$ cat src/rtl/matmul_sequencer.sv
// matmul_sequencer: walks (i, j, k) over an N x N multiply C = A x B.
// It issues registered reads to A and B, accumulates one dot product per
// output element, and then writes that element to C.
module matmul_sequencer #(
    parameter int N  = 2,
    parameter int DW = 8,
    parameter int AW = 6,
    parameter int CW = 20
) (
    input  logic          clk,
    input  logic          rst_n,
    input  logic          start,
    output logic          busy,
    output logic          done,
    output logic          read_A,
    output logic [AW-1:0] read_address_A,
    input  logic [DW-1:0] data_A,
    output logic          read_B,
    output logic [AW-1:0] read_address_B,
    input  logic [DW-1:0] data_B,
    output logic          write_C,
    output logic [AW-1:0] write_address_C,
    output logic [CW-1:0] write_value_C
);
    // Counter width is kept at 1 bit or more so that N=1 still builds.
    localparam int IW = (N > 1) ? $clog2(N) : 1;
    localparam logic [IW-1:0] LAST = IW'(N - 1);
    localparam logic [AW-1:0] NA   = AW'(N);

    typedef enum logic [2:0] {S_IDLE, S_FETCH, S_ACC, S_WRITE, S_DONE} state_t;

    state_t        r_state, w_state_nxt;
    logic [IW-1:0] r_i, r_j, r_k;
    logic [IW-1:0] w_i_nxt, w_j_nxt, w_k_nxt;
    logic [CW-1:0] r_acc, w_acc_nxt, w_prod;

    logic          r_busy, r_done, r_read_A, r_read_B, r_write_C;
    logic [AW-1:0] r_addr_A, r_addr_B, r_addr_C;
    logic [CW-1:0] r_value_C;

    // Row-major linear address of element (r, c).
    function automatic logic [AW-1:0] lin(input logic [IW-1:0] r, input logic [IW-1:0] c);
        return AW'(r) * NA + AW'(c);
    endfunction

    // Both operands are zero-extended to CW first, so the product cannot wrap.
    assign w_prod = CW'(data_A) * CW'(data_B);

    // Next-state, counter and accumulator logic.
    always_comb begin
        w_state_nxt = r_state;
        w_i_nxt     = r_i;
        w_j_nxt     = r_j;
        w_k_nxt     = r_k;
        w_acc_nxt   = r_acc;
        case (r_state)
            S_IDLE: begin
                w_i_nxt   = '0;
                w_j_nxt   = '0;
                w_k_nxt   = '0;
                w_acc_nxt = '0;
                if (start) w_state_nxt = S_FETCH;
            end
            S_FETCH: w_state_nxt = S_ACC;
            S_ACC: begin
                // Read data from the FETCH cycle is valid here.
                w_acc_nxt = r_acc + w_prod;
                if (r_k == LAST) begin
                    w_state_nxt = S_WRITE;
                end else begin
                    w_k_nxt     = r_k + 1'b1;
                    w_state_nxt = S_FETCH;
                end
            end
            S_WRITE: begin
                w_acc_nxt = '0;
                w_k_nxt   = '0;
                if (r_j != LAST) begin
                    w_j_nxt     = r_j + 1'b1;
                    w_state_nxt = S_FETCH;
                end else if (r_i != LAST) begin
                    w_j_nxt     = '0;
                    w_i_nxt     = r_i + 1'b1;
                    w_state_nxt = S_FETCH;
                end else begin
                    w_state_nxt = S_DONE;
                end
            end
            S_DONE: begin
                w_i_nxt     = '0;
                w_j_nxt     = '0;
                w_k_nxt     = '0;
                w_acc_nxt   = '0;
                w_state_nxt = S_IDLE;
            end
            default: w_state_nxt = S_IDLE;
        endcase
    end

    // State, counters and accumulator registers.
    always_ff @(posedge clk or negedge rst_n) begin
        if (!rst_n) begin
            r_state <= S_IDLE;
            r_i     <= '0;
            r_j     <= '0;
            r_k     <= '0;
            r_acc   <= '0;
        end else begin
            r_state <= w_state_nxt;
            r_i     <= w_i_nxt;
            r_j     <= w_j_nxt;
            r_k     <= w_k_nxt;
            r_acc   <= w_acc_nxt;
        end
    end

    // Outputs are registered from the next state, so each strobe lines up with its state.
    always_ff @(posedge clk or negedge rst_n) begin
        if (!rst_n) begin
            r_busy    <= 1'b0;
            r_done    <= 1'b0;
            r_read_A  <= 1'b0;
            r_read_B  <= 1'b0;
            r_write_C <= 1'b0;
            r_addr_A  <= '0;
            r_addr_B  <= '0;
            r_addr_C  <= '0;
            r_value_C <= '0;
        end else begin
            r_busy    <= (w_state_nxt != S_IDLE);
            r_done    <= (w_state_nxt == S_DONE);
            r_read_A  <= (w_state_nxt == S_FETCH);
            r_read_B  <= (w_state_nxt == S_FETCH);
            r_write_C <= (w_state_nxt == S_WRITE);
            r_addr_A  <= (w_state_nxt == S_FETCH) ? lin(w_i_nxt, w_k_nxt) : '0;
            r_addr_B  <= (w_state_nxt == S_FETCH) ? lin(w_k_nxt, w_j_nxt) : '0;
            r_addr_C  <= (w_state_nxt == S_WRITE) ? lin(w_i_nxt, w_j_nxt) : '0;
            // The value holds between writes; it loads the completed sum on ACC->WRITE.
            if (w_state_nxt == S_WRITE) r_value_C <= w_acc_nxt;
        end
    end

    assign busy            = r_busy;
    assign done            = r_done;
    assign read_A          = r_read_A;
    assign read_B          = r_read_B;
    assign write_C         = r_write_C;
    assign read_address_A  = r_addr_A;
    assign read_address_B  = r_addr_B;
    assign write_address_C = r_addr_C;
    assign write_value_C   = r_value_C;

endmodule
$ cat config.mk
export PLATFORM = sky130hd
export DESIGN_NAME = matmul_sequencer
export DESIGN_NICKNAME = d
export VERILOG_FILES = /design/src/rtl/matmul_sequencer.sv
export SDC_FILE = /design/constraint.sdc
export NUM_CORES = 1
export LEC_CHECK = 0
export CAP_MARGIN = 25
export CORE_MARGIN = 8
export CORE_UTILIZATION = 57
export CTS_CLUSTER_SIZE = 30
export DETAILED_ROUTE_END_ITERATION = 12
export PLACE_DENSITY_LB_ADDON = 0.25
export SYNTH_ARGS = -nofsm -noshare
export SYNTH_HDL_FRONTEND = slang
export SYNTH_SLANG_ARGS = --single-unit
export TNS_END_PERCENT = 50
$ cat constraint.sdc
create_clock -name clk -period 4.6 [get_ports clk]
set_clock_uncertainty 0.2 [all_clocks]
set_input_delay 1.38 -clock clk [delete_from_list [all_inputs] [get_ports clk]]
set_output_delay 1.38 -clock clk [all_outputs]
set_load 0.005 [all_outputs]
* Yosys cells after proc, flatten, opt, wreduce, memory -nomap -nowiden
Index checks and enable logic that the tools add are counted.
** Cells by class
- Add/sub/neg operators :: 7
- Multiply operators :: 1
- Eq/ne operators :: 7
- Multiplexer cells :: 17
- Reductions and logical operators :: 4
** Operator list (number)
- one-hot mux 20 bit (2 select lines) :: 1
- adder 20 x 16 -> 20 bit :: 1
- two-way mux 3 bit :: 6
- multiplier 8 x 8 -> 16 bit :: 1
- one-hot mux 3 bit (4 select lines) :: 1
- adder 2 x 1 -> 3 bit :: 3
- == test 3 x 2 -> 1 bit, second input constant :: 3
- == test 3 x 1 -> 1 bit, second input constant :: 2
- == test 3 bit, second input constant :: 2
- one-hot mux 1 bit (2 select lines) :: 3
- two-way mux 1 bit :: 5
- adder 1 bit, second input constant :: 3
- zero test 3 bit :: 1
- nonzero test 3 bit :: 1
- OR reduction 3 bit :: 1
- two-way mux 2 bit :: 1
- OR reduction 2 bit :: 1
** Word-level totals
- Register bits :: 59
- Logic and storage cells :: 49

* Logic depth before layout (Yosys ltp)
Gate-level depths: netlist of run 1.
- Word-level depth :: 6
- Gate-level depth with buffers :: 18
- Mapped depth without buffers :: 17

* Worst setup path after synthesis of run 1
No wires, ideal clock.
- Path kind :: input port to flip-flop
- Start :: input port data_A[5]
- End :: register r_value_C[16] (netlist: write_value_C[16])
- Setup time :: 0.125 ns
- Arrival time :: 5.371 ns
- Slack :: -1.096 ns
- Stages on the path :: 17
- Buffers on the path :: 2
- Cells stage by stage :: clkbuf_1 > nand2_1 > fa_1 > inv_1 > fa_1 > inv_1 > fa_1 > fa_1 > inv_1 > ha_1 > buf_2 > a211oi_1 > nor2_1 > o41ai_2 > o31ai_1 > xor2_1 > mux2_2
** On the way
- Word-level cells in the longest chain between the ends :: 3
** Ends and longest elaborated chain
- start: declaration :: line 17 : input logic [DW-1:0] data_A,
- multiplier 8 x 8 -> 16 bit :: line 47 : assign w_prod = CW'(data_A) * CW'(data_B);
- adder 20 x 16 -> 20 bit :: line 67 : w_acc_nxt = r_acc + w_prod;
- one-hot mux 20 bit (2 select lines) :: line 56 : case (r_state)
- end signal: assignment :: line 139 : if (w_state_nxt == S_WRITE) r_value_C <= w_acc_nxt;
- end: declaration :: line 39 : logic [CW-1:0] r_value_C;
Every way passes these cells.
A chain may end at the register's enable or synchronous reset.

* Final worst setup path of run 1
- Start :: input port data_A[5]
- End :: register r_value_C[9] (netlist: write_value_C[9])
** On the way
- Word-level cells in the longest chain between the ends :: 3
** Ends and longest elaborated chain
- multiplier 8 x 8 -> 16 bit :: line 47
- adder 20 x 16 -> 20 bit :: line 67
- one-hot mux 20 bit (2 select lines) :: line 56
- net w_acc_nxt[9] :: line 35 : logic [CW-1:0] r_acc, w_acc_nxt, w_prod;
The timed path passes the listed nets, and every way through them passes these cells.

==> flow_summary_export.csv, run 1 <==
group,metric,value,unit
outcome,status,"finished with violations",
outcome,violations,"setup timing",
synthesis,synth_ff_type,"dfrtp_1",
critical_path,r2r_end,"write_value_C[9]",
critical_path,worstPathArrival,5.39,ns
floorplanning,initial_utilization,59.1,%
sta,fin_ws,-0.784,ns
clock_network,clock-root-buffer,"clkbuf_8",
floorplanning,die_h,108,um
floorplanning,fp.dieArea,0.0117,mm2
sta,rsz0062_at_grt,"true",
critical_path,rrSetupSlack,0.02,ns
routing,vias,4006,
power,total_power,5.35,mW
critical_path,setup.worst_path.start,"data_A[5]",
sta,max_clock_freq,186,MHz
critical_path,path_cells,"buf_8 > buf_12 > nand2_4 > fa_1 > inv_2 > fa_1 > inv_2 > fa_1 > fa_1 > inv_2 > ha_4 > o211ai_1 > a21oi_4 > buf_4 > nor2b_4 > xor2_2 > o21ai_2 > mux2_2",
critical_path,critical-path-slowest-cell,"fa_1",
floorplanning,num_io_pins,62,
place,io_buffers,49,
layout,n_antenna_cell,0,
clock_network,clock-sinks,55,
clock_network,clock_path_buffers,2,
power,leakagePower,3.22,nW
power,netSwitchingFraction,47.7,%
routing,drt_iter0_drc,174,
critical_path,cpPeakStageDelay,0.52,ns
sta,fin_hold_ws,0.282,ns
power,pwr-share-seq,14.5,%
place,place_congestion,0.868,
synthesis,synth_top_area_share,28.4,%
layout,stdcell_count,743,
routing,via_per_inst,5.39,
place,post-place-cells,722,
sta,setup_viol,28,
sta,min_period,5.38,ns
floorplanning,die_x,108,um
clock_network,path_clk_slew,0.10,ns
synthesis,synth_area_leaders,"dfrtp_1 (28%), fa_1 (21%), ha_1 (11%), inv_1 (7.9%), nand2_1 (6.7%)",
global_routing,overflow,0,
synthesis,yosys.area.top_type,"dfrtp_1",
place,hpwlAfterDp,9020,um
routing,route.detailed.drc,0,
routing,routedWlPerCell,17.8,um
global_routing,grt_max_degree,41,
sta,period_share,117,%
global_routing,first_global_vias,4298,
synthesis,syn_area_per_cell,9.12,um2
layout,drive_gt1_share,29.9,%
power,power.density,828,mW/mm2
floorplanning,row_count,33,
critical_path,path_class,"input pin to flip-flop",
power,p_int,2.79,mW
clock_network,htreeDepth,2,
clock_network,cts_hold_buffers,0,
routing,drtAntennaViolNets,0,
place,post_dp_cell_area,0.00585,mm2
layout,final_cell_area,0.00645,mm2
critical_path,endpoint_kind,"flip-flop",
layout,utilization,78.6,%
power,combinationalPowerShare,80.4,%
synthesis,ys_async_sr_fraction,100,%
critical_path,start_kind,"input pin",
synthesis,synth_edf_count,0,
power,peakVddDrop,0.000478,V
job,drv_cap,0,
sta,worst_pin_slew,0.851,ns
global_routing,grt_usage,21.8,%
clock_network,clk_latency,0.31,ns
floorplanning,coreArea,0.00822,mm2
synthesis,netlist_area,0.00485,mm2
synthesis,synthCells,532,
power,clockPowerShare,5.1,%
synthesis,synth_cell_types,40,
critical_path,crit_path_end,"write_value_C[9]",
routing,routed_wl,13200,um
critical_path,worstPathRequired,4.61,ns
global_routing,grt_pass1_wl,20500,um
critical_path,cp_max_fo,6,
synthesis,seq_area_frac_synth,28.4,%
critical_path,crit_top_cell,"fa_1",
sta,relSlewSlack,43.3,%
critical_path,worstReg2RegStart,"r_acc[6]",
routing,first_pass_iters,5,
synthesis,ys_ff_latch,55,
critical_path,worstRegToRegCells,16,
global_routing,antenna_found_initial,0,
clock_network,cts_tree,"done",
synthesis,yosysWarningCount,0,
layout,final_nets,747,
clock_network,cts-buffers-inserted,5,
layout,synthToLayoutAreaGrowth,33.0,%
hold_path,hp-class,"flip-flop to flip-flop",
sta,hold_violations,0,
power,switchingPower,2.55,mW
sta,finalMaxSlewViolations,0,
[logic make-up after synthesis]
logic type / synth area share [%]
simple gates: 15.8
buf+inv: 11.1
fa+ha+maj: 31.2
compound gates: 9.98
flops: 28.4
xor+xnor: 2.35
mux: 1.16
other cells: 0.0773
[stage by stage]
stage	setup slack [ns]	TNS [ns]
floorplan	-0.798	-12.06
global placement	-1.45	-38.56
detailed placement	-1.54	-41.25
CTS	-0.675	-13.11
global route	-0.844	-18.44
finish	-0.784	-15.54
[layout by cell type (no fill, tap or decap), types with 3 or more instances in the layout]
| cell type | Yosys | routed |
|---|---|---|
| fa_2 | 0 | 11 |
| or3_1 | 4 | 3 |
| nor2_1 | 22 | 22 |
| buf_2 | 4 | 4 |
| ha_4 | 0 | 10 |
| xnor2_2 | 0 | 3 |
| conb_1 | 1 | 12 |
| buf_6 | 0 | 13 |
| o21ai_1 | 17 | 16 |
| buf_4 | 14 | 56 |
| clkdlybuf4s50_1 | 0 | 32 |
| xnor2_1 | 6 | 3 |
| nand2b_1 | 7 | 6 |
| a21oi_2 | 0 | 3 |
| nand3_1 | 3 | 3 |
| mux2_2 | 5 | 3 |
| ha_1 | 41 | 30 |
| fa_1 | 50 | 39 |
| a21oi_4 | 0 | 5 |
| inv_1 | 102 | 83 |
| and2_1 | 32 | 25 |
| nand2_1 | 87 | 72 |
| dfrtp_1 | 55 | 55 |
| clkbuf_8 | 0 | 5 |
| buf_8 | 0 | 3 |
| nand2_2 | 0 | 13 |
| a21o_1 | 3 | 3 |
| nor2b_1 | 4 | 3 |
| o211ai_1 | 3 | 3 |
| a21oi_1 | 17 | 9 |
| inv_2 | 1 | 20 |
| xor2_1 | 7 | 5 |
| a22o_1 | 8 | 8 |
| and2_4 | 0 | 7 |
| o21ai_2 | 0 | 4 |
[synthesized netlist by cell type, types with 7 or more instances]
| library cell | instances |
|---|---|
| fa_1 | 50 |
| ha_1 | 41 |
| dfrtp_1 | 55 |
| a22o_1 | 8 |
| nand2b_1 | 7 |
| clkbuf_1 | 7 |
| buf_4 | 14 |
| o21ai_1 | 17 |
| nor2_1 | 22 |
| and2_1 | 32 |
| xor2_1 | 7 |
| a21oi_1 | 17 |
| o21ai_0 | 7 |
| inv_1 | 102 |
| nand2_1 | 87 |
[power groups by stage]
stage	combinational [mW]	clock [mW]	sequential [mW]
floorplan	2.02	0	0.758
global placement	3.00	0	0.766
detailed placement	3.11	0	0.772
CTS	3.76	0.275	0.766
global route	4.60	0.294	0.789
finish	4.30	0.273	0.773
[flip-flops by register name, indices dropped and copies added, names as in the netlist, 2 cells and up]
register and count:
r_acc 20, r_state 3, read_address_A 2, write_value_C 20
write_address_C 2
[worst max-delay path, delay by kind of cell]
family,cells,cell delay [ns]
adders and majority gates,5,2.26
AOI/OAI and AO/OA,3,0.57
buffers and inverters,6,0.51
muxes,1,0.28
and+or+nand+nor,2,0.20
xor gates and xnor gates,1,0.18
[worst min path at each step]
stage                     cells past startpoint          endpoint              from
after floorplan                               2          r_acc[8]          r_acc[8]
after global placement                        2  write_value_C[0]  write_value_C[0]
after detailed placement                      2  write_value_C[0]  write_value_C[0]
after CTS                                     2  write_value_C[0]  write_value_C[0]
after global routing                          2  write_value_C[0]  write_value_C[0]
final                                         2  write_value_C[0]  write_value_C[0]
[metal layers]
layer	global-route usage, %	up-vias	routed length (um)
met4	7.14	0	229
met2	39.2	137	6890
li1	-	1835	-
met5	0	-	0
met1	26.3	2012	5470
met3	2.68	22	606
[area by class of cell]
type,count,area (um2)
multi-input cells,360,3470
fillers,526,1760
flip-flops and latches,55,1380
repair buffers,112,998
inverters,103,387
well taps,105,131
clock buffers,6,72.6
clock inverters,2,16.3
[what timing repair did]
item,CTS,global route
setup buffers,10,5
setup endpoints to repair,33,31
gates resized for setup,147,46
pin swaps,53,55
Power figures use the tool's default switching activity.
==> inputs of run 2 (changes only) <==
Settings changed: CORE_MARGIN 8 to default.
==> run 2 against run 1 <==
Against the previous run:
- the run still ends with setup timing left
- via count decreased by 1.7%
- sequential power decreased by 0.5%
- register-to-register slack improved by 0.23 ns
- sequential cell count unchanged
- die area decreased by 24%
- non-clock buffer count decreased by 6
- clock-buffer cell count decreased by 1
- highest routed layer unchanged
==> flow_summary_export.csv, run 2 (synthesis gave the netlist of run 1 again) <==
group,metric,value,unit
layout,layout.cells.most_common,"inv_1",
sta,period_share,115,%
place,hpwlAfterDp,8750,um
layout,n_antenna_cell,0,
place,dpl_worst_slack,-1.54,ns
global_routing,grt_pass1_wl,20200,um
clock_network,cts-buffers-inserted,5,
routing,via_per_inst,5.34,
power,pwr-share-seq,15.0,%
layout,synthToLayoutAreaGrowth,30.6,%
floorplanning,num_io_pins,62,
power,switchingPower,2.41,mW
sta,max_clock_freq,188,MHz
sta,rsz0062_at_grt,"true",
critical_path,setup.worst_path.start,"data_B[7]",
routing,vias,3936,
global_routing,grt_usage,29.4,%
sta,fin_ws,-0.712,ns
critical_path,path_class,"input pin to flip-flop",
critical_path,worstPathRequired,4.59,ns
clock_network,clock-sinks,55,
place,place_congestion,0.880,
place,io_buffers,49,
layout,final_cell_area,0.00633,mm2
floorplanning,die_x,94.3,um
power,leakagePower,3.19,nW
critical_path,cp_max_fo,7,
sta,hold_violations,0,
critical_path,start_kind,"input pin",
global_routing,grt_max_degree,38,
routing,routed_wl,12000,um
sta,finalMaxSlewViolations,0,
job,drv_cap,0,
floorplanning,fp.dieArea,0.00889,mm2
floorplanning,die_h,94.3,um
power,combinationalPowerShare,79.6,%
routing,route.detailed.drc,0,
layout,drive_gt1_share,27.5,%
routing,drtAntennaViolNets,0,
sta,worst_pin_slew,1.00,ns
power,peakVddDrop,0.000484,V
clock_network,cts_tree,"done",
critical_path,endpoint_kind,"flip-flop",
layout,final_nets,741,
layout,final_cell_mix,"inv_1 (88), nand2_1 (76), buf_4 (56), dfrtp_1 (55), fa_1 (39)",
sta,relSlewSlack,33.1,%
critical_path,worstPathArrival,5.30,ns
global_routing,antenna_found_initial,0,
hold_path,hp-class,"flip-flop to flip-flop",
routing,first_pass_iters,4,
power,netSwitchingFraction,47.0,%
clock_network,clk_latency,0.32,ns
sta,min_period,5.31,ns
clock_network,clock_path_buffers,2,
floorplanning,coreArea,0.00822,mm2
global_routing,first_global_vias,4268,
power,p_int,2.72,mW
routing,routedWlPerCell,16.3,um
clock_network,htreeDepth,2,
global_routing,overflow,0,
floorplanning,row_count,33,
floorplanning,initial_utilization,59.1,%
hold_path,min_from,"r_k",
clock_network,clock-root-buffer,"clkbuf_8",
clock_network,path_clk_slew,0.10,ns
outcome,violations,"setup timing",
sta,setup_viol,29,
power,power.density,810,mW/mm2
sta,fin_hold_ws,0.291,ns
outcome,status,"finished with violations",
power,clockPowerShare,5.4,%
place,post_dp_cell_area,0.00585,mm2
routing,drt_iter0_drc,180,
critical_path,worstReg2RegStart,"r_acc[7]",
[run 2: area by class of cell]
cell class	count	area, um2
clock buffers	5	68.8
repair buffers	106	908
inverters	103	387
well taps	105	131
clock inverters	3	22.5
fillers	530	1880
flip-flops and latches	55	1380
multi-input cells	360	3440
[run 2: final timing paths]
path	to	slack [ns]	cells after the start
max	write_value_C[18]	-0.71	17
min	r_k	0.29	2
max reg2reg	write_value_C[15]	0.25	15
min reg2reg	r_k	0.29	2
max in group asynchronous	r_state[1]	2.49	2
min in group asynchronous	r_acc[10]	0.94	1
[run 2: layer usage]
layer / wire (um) / global-route usage (%) / share of wire, %
met4: 212 / 10.1 / 1.8
met3: 523 / 3.48 / 4.4
met5: 0 / 0 / 0
met2: 6350 / 52.6 / 53
met1: 4910 / 36.6 / 41
[run 2: stage by stage]
stage | std cells | total power [mW] | TNS (ns) | util (%)
2_1_floorplan | 543 | 2.78 | -12.06 | -
3_3_place_gp | 722 | 3.75 | -38.67 | 71.2
3_5_place_dp | 722 | 3.85 | -40.63 | 71.2
4_1_cts | 736 | 4.73 | -12.59 | 75.9
5_1_grt | 737 | 5.52 | -16.95 | 77.1
6_report | 737 | 5.13 | -13.16 | 77.1
[run 2: power groups by stage]
stage               logic (mW)  registers, mW  clock network, mW
floorplan                 2.02          0.758                  0
global placement          2.98          0.766                  0
detailed placement        3.08          0.777                  0
CTS                       3.67          0.768              0.285
global route              4.43          0.787              0.299
finish                    4.08          0.769              0.278
[run 2: worst max-delay path, cell delays in order]
cell and delay (ns):
buf_4 0.13, nand2_2 0.06, fa_1 0.54, inv_1 0.06, fa_1 0.50, inv_1 0.05
fa_1 0.45, fa_1 0.49, inv_1 0.06, ha_4 0.21, a211oi_2 0.24, nor2_2 0.08
o41ai_4 0.44, buf_4 0.18, o221a_4 0.20, xor2_1 0.15, o21ai_1 0.07
[run 2: timing repair]
action                                  4_1_cts  5_1_grt
endpoints found under the hold margin         0        0
pin swaps                                    66       33
buffers inserted                              6        3
hold buffers                                  0        0
endpoints found under the setup margin       32       31
resized for setup                           142       31
==> variant 1 (flow settings as in run 1) <==
Register the output `read_address_B` once more, cleared by the reset; this adds one clock of latency there. The other outputs are not delayed to match.
--- a/src/rtl/matmul_sequencer.sv
+++ b/src/rtl/matmul_sequencer.sv
@@ -148,3 +148,9 @@
     assign read_address_A  = r_addr_A;
-    assign read_address_B  = r_addr_B;
+    always_ff @(posedge clk or negedge rst_n) begin
+        if (!rst_n) begin
+            read_address_B <= '0;
+        end else begin
+            read_address_B <= r_addr_B;
+        end
+    end
     assign write_address_C = r_addr_C;
Function: changed (Yosys sat finds a counterexample within 4 cycles, from zero or initial values and one cycle with rst_n low).
==> variant 1 against run 1 <==
  * Total power decreased by 9.7%
  * Count of clock-buffer cells in the layout increased by 4
  * Global-route usage decreased by 0.31 points
  * The run still ends with setup timing left
  * Setup slack improved by 0.18 ns
  * Fmax increased by 3.6%
  * First-iteration DRC count increased by 28%
  * Critical path type unchanged
  * Sequential cell count increased by 2
  * Cell area increased by 4.6%
  * Clock power increased by 97%
  * Wire length decreased by 7.4%
  * Largest cell class unchanged
  * Area after synthesis increased by 2.2%
==> variant 1: results <==
[clock_network]
cts.clk_slew.worst_paths_ns = 0.07
clk_latency_ns = 0.35

[timing]
slew_headroom_pct = 26.94
worst_slack_ns = -0.5988
setup_viol = 26

[placed_design]
hpwl_um = 9087
gp_congestion = 0.8697

[cells_and_area]
final_net_count = 771
fillers = 536
drive_gt1_share_pct = 29.73

[synthesis]
ys_seq_area_share_pct = 28.77
synth_compound_area_share_pct = 10.40
synthTopCellsByArea = "dfrtp_1 29%, fa_1 20%, ha_1 10%"
muxShareOfSynthArea_pct = 0.9086
netlist_top_cells_count = "107 x inv_1, 89 x nand2_1, 57 x dfrtp_1"
synthXorXnorAreaFrac_pct = 2.120

[worst_setup_path]
cp-startpoint = "data_B[6]"
rr_startpoint = "r_acc[7]$_DFF_PN0_"
rr_endpoint = "write_value_C[14]$_DFFE_PN0P_"

[pwr]
p_seq_w = 0.000782
leakagePower_nw = 3.367
p_switching_w = 0.002106
ir_drop_mv = 0.5604

[outcome]
violations = "setup timing"
status = "finished with violations"

[global_route]
grtUsageTotal_pct = 21.46
grt_start_max_net_pins = 37

[worst_hold_path]
min_path_cells = 0

[route]
drt-wirelength-per-cell_um = 15.79
variant 1: cell types whose count changed after synthesis, sizes merged, moves of 3 or more:
cell    delta
nand2b     -4
inv        +4
a211oi     -5
clkbuf     +3
xor2       -3
nor2       -9
a21oi      +8
o31ai      -3
nor3       +4
variant 1: routing by layer:
layer	global-route usage, %	up-vias	share of wire [%]	routed length, um
met5	0	-	0	0
met4	6.557	0	1.5	179
met3	3.960	15	4.1	502
met2	36.79	85	51	6175
met1	26.95	1998	44	5360
li1	-	1917	-	-
variant 1: critical path, cell delays in order:
cell	delay (ns)
buf_8	0.07
buf_6	0.10
buf_6	0.09
nand2_4	0.04
fa_1	0.49
inv_2	0.04
fa_2	0.53
inv_2	0.04
fa_1	0.45
fa_1	0.52
inv_2	0.05
ha_4	0.26
nand4_1	0.15
buf_4	0.19
o22ai_4	0.11
buf_4	0.13
nor2_2	0.05
or4_1	0.49
nand4_1	0.09
variant 1: cell type report:
cell class	count	area (um2)	area share [%]
Clock buffer	10	137.6	2.038
Sequential cell	57	1426	21.12
Inverter	107	401.6	5.948
Timing Repair Buffer	121	1117	16.55
Tap cell	108	135.1	2.001
Multi-Input combinational cell	365	3445	51.01
Clock inverter	6	90.09	1.334
variant 1: stage by stage:
stage	area (um2)	std cells	total power (W)	hold slack, ns	setup TNS (ns)
after global routing	6753	774	0.005190	0.1703	-15.87
after detailed placement	5992	740	0.003596	0.1434	-40.01
final	6753	774	0.004827	0.1594	-12.01
after floorplan	5196	558	0.002639	0.1312	-11.99
after global placement	5992	740	0.003531	0.1359	-38.50
after CTS	6554	770	0.004545	0.1600	-12.12
variant 1: what timing repair did:
item	4_1_cts	5_1_grt
pin swaps	56	37
endpoints found under the setup margin	32	29
buffers inserted	16	6
gates resized for setup	145	54
gates cloned	0	0
==> variant 2 (settings of run 1) <==
Without the edit above. The parameter `N` goes from 2 to 1.
--- a/src/rtl/matmul_sequencer.sv
+++ b/src/rtl/matmul_sequencer.sv
@@ -4,3 +4,3 @@
 module matmul_sequencer #(
-    parameter int N  = 2,
+    parameter int N  = 1,
     parameter int DW = 8,
Function: changed (Yosys sat finds a counterexample within 4 cycles, from zero or initial values and one cycle with rst_n low).
==> variant 2 against run 1 <==
  * The flow still finishes with violations (setup timing)
  * Total power fell by 17%
  * Setup slack improved by 0.11 ns
  * Sequential cell count rose by 1
  * Wire length fell by 7.8%
  * Via count fell by 1.9%
  * Core utilization fell by 1.6 points
  * Cell area rose by 1.9%
  * Area after synthesis rose by 2.0%
==> variant 2: results <==
[outcome]
status = "finished with violations"
violations = "setup timing"

[timing]
timing.setup.tns_ns = -12.93
slew_headroom_pct = 47.96
setup_viol = 26
worst_slack_ns = -0.6729

[worst_setup_path]
worstPathMaxFanout = 4
arrival_ns = 5.30

[cells_and_area]
fillers = 574
final_net_count = 759
drive_gt1_share_pct = 27.05

[floorplan]
rows = 34

[route]
via_per_inst = 5.203
drt-wirelength-per-cell_um = 16.12
first_pass_iters = 4
drtIter0Drc = 103
vias = 3928

[pwr]
leakagePower_nw = 3.344
p_switching_w = 0.001993

[placed_design]
hpwl_um = 9135
gp_congestion = 0.9110
place_ws_ns = -1.510
place_area_mm2 = 0.006016
dp.cells = 730

[global_route]
grtUsageTotal_pct = 21.12
first_global_vias = 4297
grt_start_max_net_pins = 46
grt_pass1_wl_um = 20070

[clock_network]
h-tree-depth = 2

[synthesis]
synthTopCellsByArea = "dfrtp_1 28%, fa_1 20%, ha_1 11%"
synth_cell_types = 53
syn_avg_cell_area_um2 = 9.267
ys_seq_area_share_pct = 28.32
netlist_top_cells_count = "99 x inv_1, 85 x nand2_1, 56 x dfrtp_1"

[worst_hold_path]
min_path_type = "register to register"
-- variant 2: worst paths after layout --
kind | from | cells after the start | slack [ns] | to
min reg2reg | write_value_C[2]$_DFFE_PN0P_ | 2 | 0.30 | write_value_C[2]$_DFFE_PN0P_
max | data_A[2] | 16 | -0.67 | r_acc[19]$_DFF_PN0_
min in group asynchronous | rst_n | 1 | 0.79 | done$_DFF_PN0_
min | write_value_C[2]$_DFFE_PN0P_ | 2 | 0.30 | write_value_C[2]$_DFFE_PN0P_
max reg2reg | r_acc[7]$_DFF_PN0_ | 16 | 0.11 | r_acc[19]$_DFF_PN0_
max in group asynchronous | rst_n | 3 | 2.70 | busy$_DFF_PN0_
-- variant 2: power groups by stage --
| stage | Clock (W) | Combinational, W | Sequential (W) |
|---|---|---|---|
| after detailed placement | 0 | 0.00268 | 0.000723 |
| after global placement | 0 | 0.00256 | 0.000716 |
| final | 0.000325 | 0.00339 | 0.000714 |
| after CTS | 0.000332 | 0.00308 | 0.000714 |
| after floorplan | 0 | 0.00177 | 0.000703 |
| after global routing | 0.000349 | 0.00370 | 0.000731 |
-- variant 2: cell families (layout without fill, tap and decap cells) --
group / after synthesis / count (layout) / share of synthesized area (%)
AND/OR/NAND/NOR: 161 / 161 / 15.22
XOR/XNOR: 13 / 13 / 2.301
multiplexers: 5 / 5 / 1.188
buffers and inverters: 124 / 226 / 10.54
other: 1 / 12 / 0.07578
adder cells (fa/ha/maj): 94 / 94 / 31.35
flip-flops: 56 / 56 / 28.32
AO/OA/AOI/OAI: 80 / 80 / 11.00
-- variant 2: cell type report --
class | instances | area [um2] | share of cell area (%)
inverters | 100 | 375.4 | 5.705
flip-flops and latches | 56 | 1401 | 21.30
clock inverters | 2 | 38.79 | 0.5895
well taps | 108 | 135.1 | 2.054
repair buffers | 118 | 1074 | 16.31
clock buffers | 6 | 72.57 | 1.103
multi-input cells | 365 | 3483 | 52.94
-- variant 2: what timing repair did --
item                                    4_1_cts  5_1_grt
pin swaps                                    44       39
buffers inserted                             13        8
endpoints found under the setup margin       32       30
cloned                                        0        0
resized for setup                           126       53
-- variant 2: worst register-to-register path, cell delays in order (launching register included) --
cell,delay [ns]
dfrtp_1,0.37
inv_1,0.07
fa_1,0.53
inv_1,0.05
fa_1,0.46
fa_1,0.57
inv_1,0.05
fa_1,0.49
inv_2,0.05
ha_4,0.26
a21o_1,0.14
a21oi_4,0.07
buf_6,0.12
a32oi_4,0.32
nand2_2,0.12
a221o_1,0.36
o211ai_1,0.18
-- variant 2: routing by layer --
layer  vias up  track usage, %  share of wire, %
met5         -               0                 0
met4         0           6.654               1.8
met3        19           3.251               4.9
met2        99           37.52                53
met1      1930           25.72                41
li1       1880               -                 -
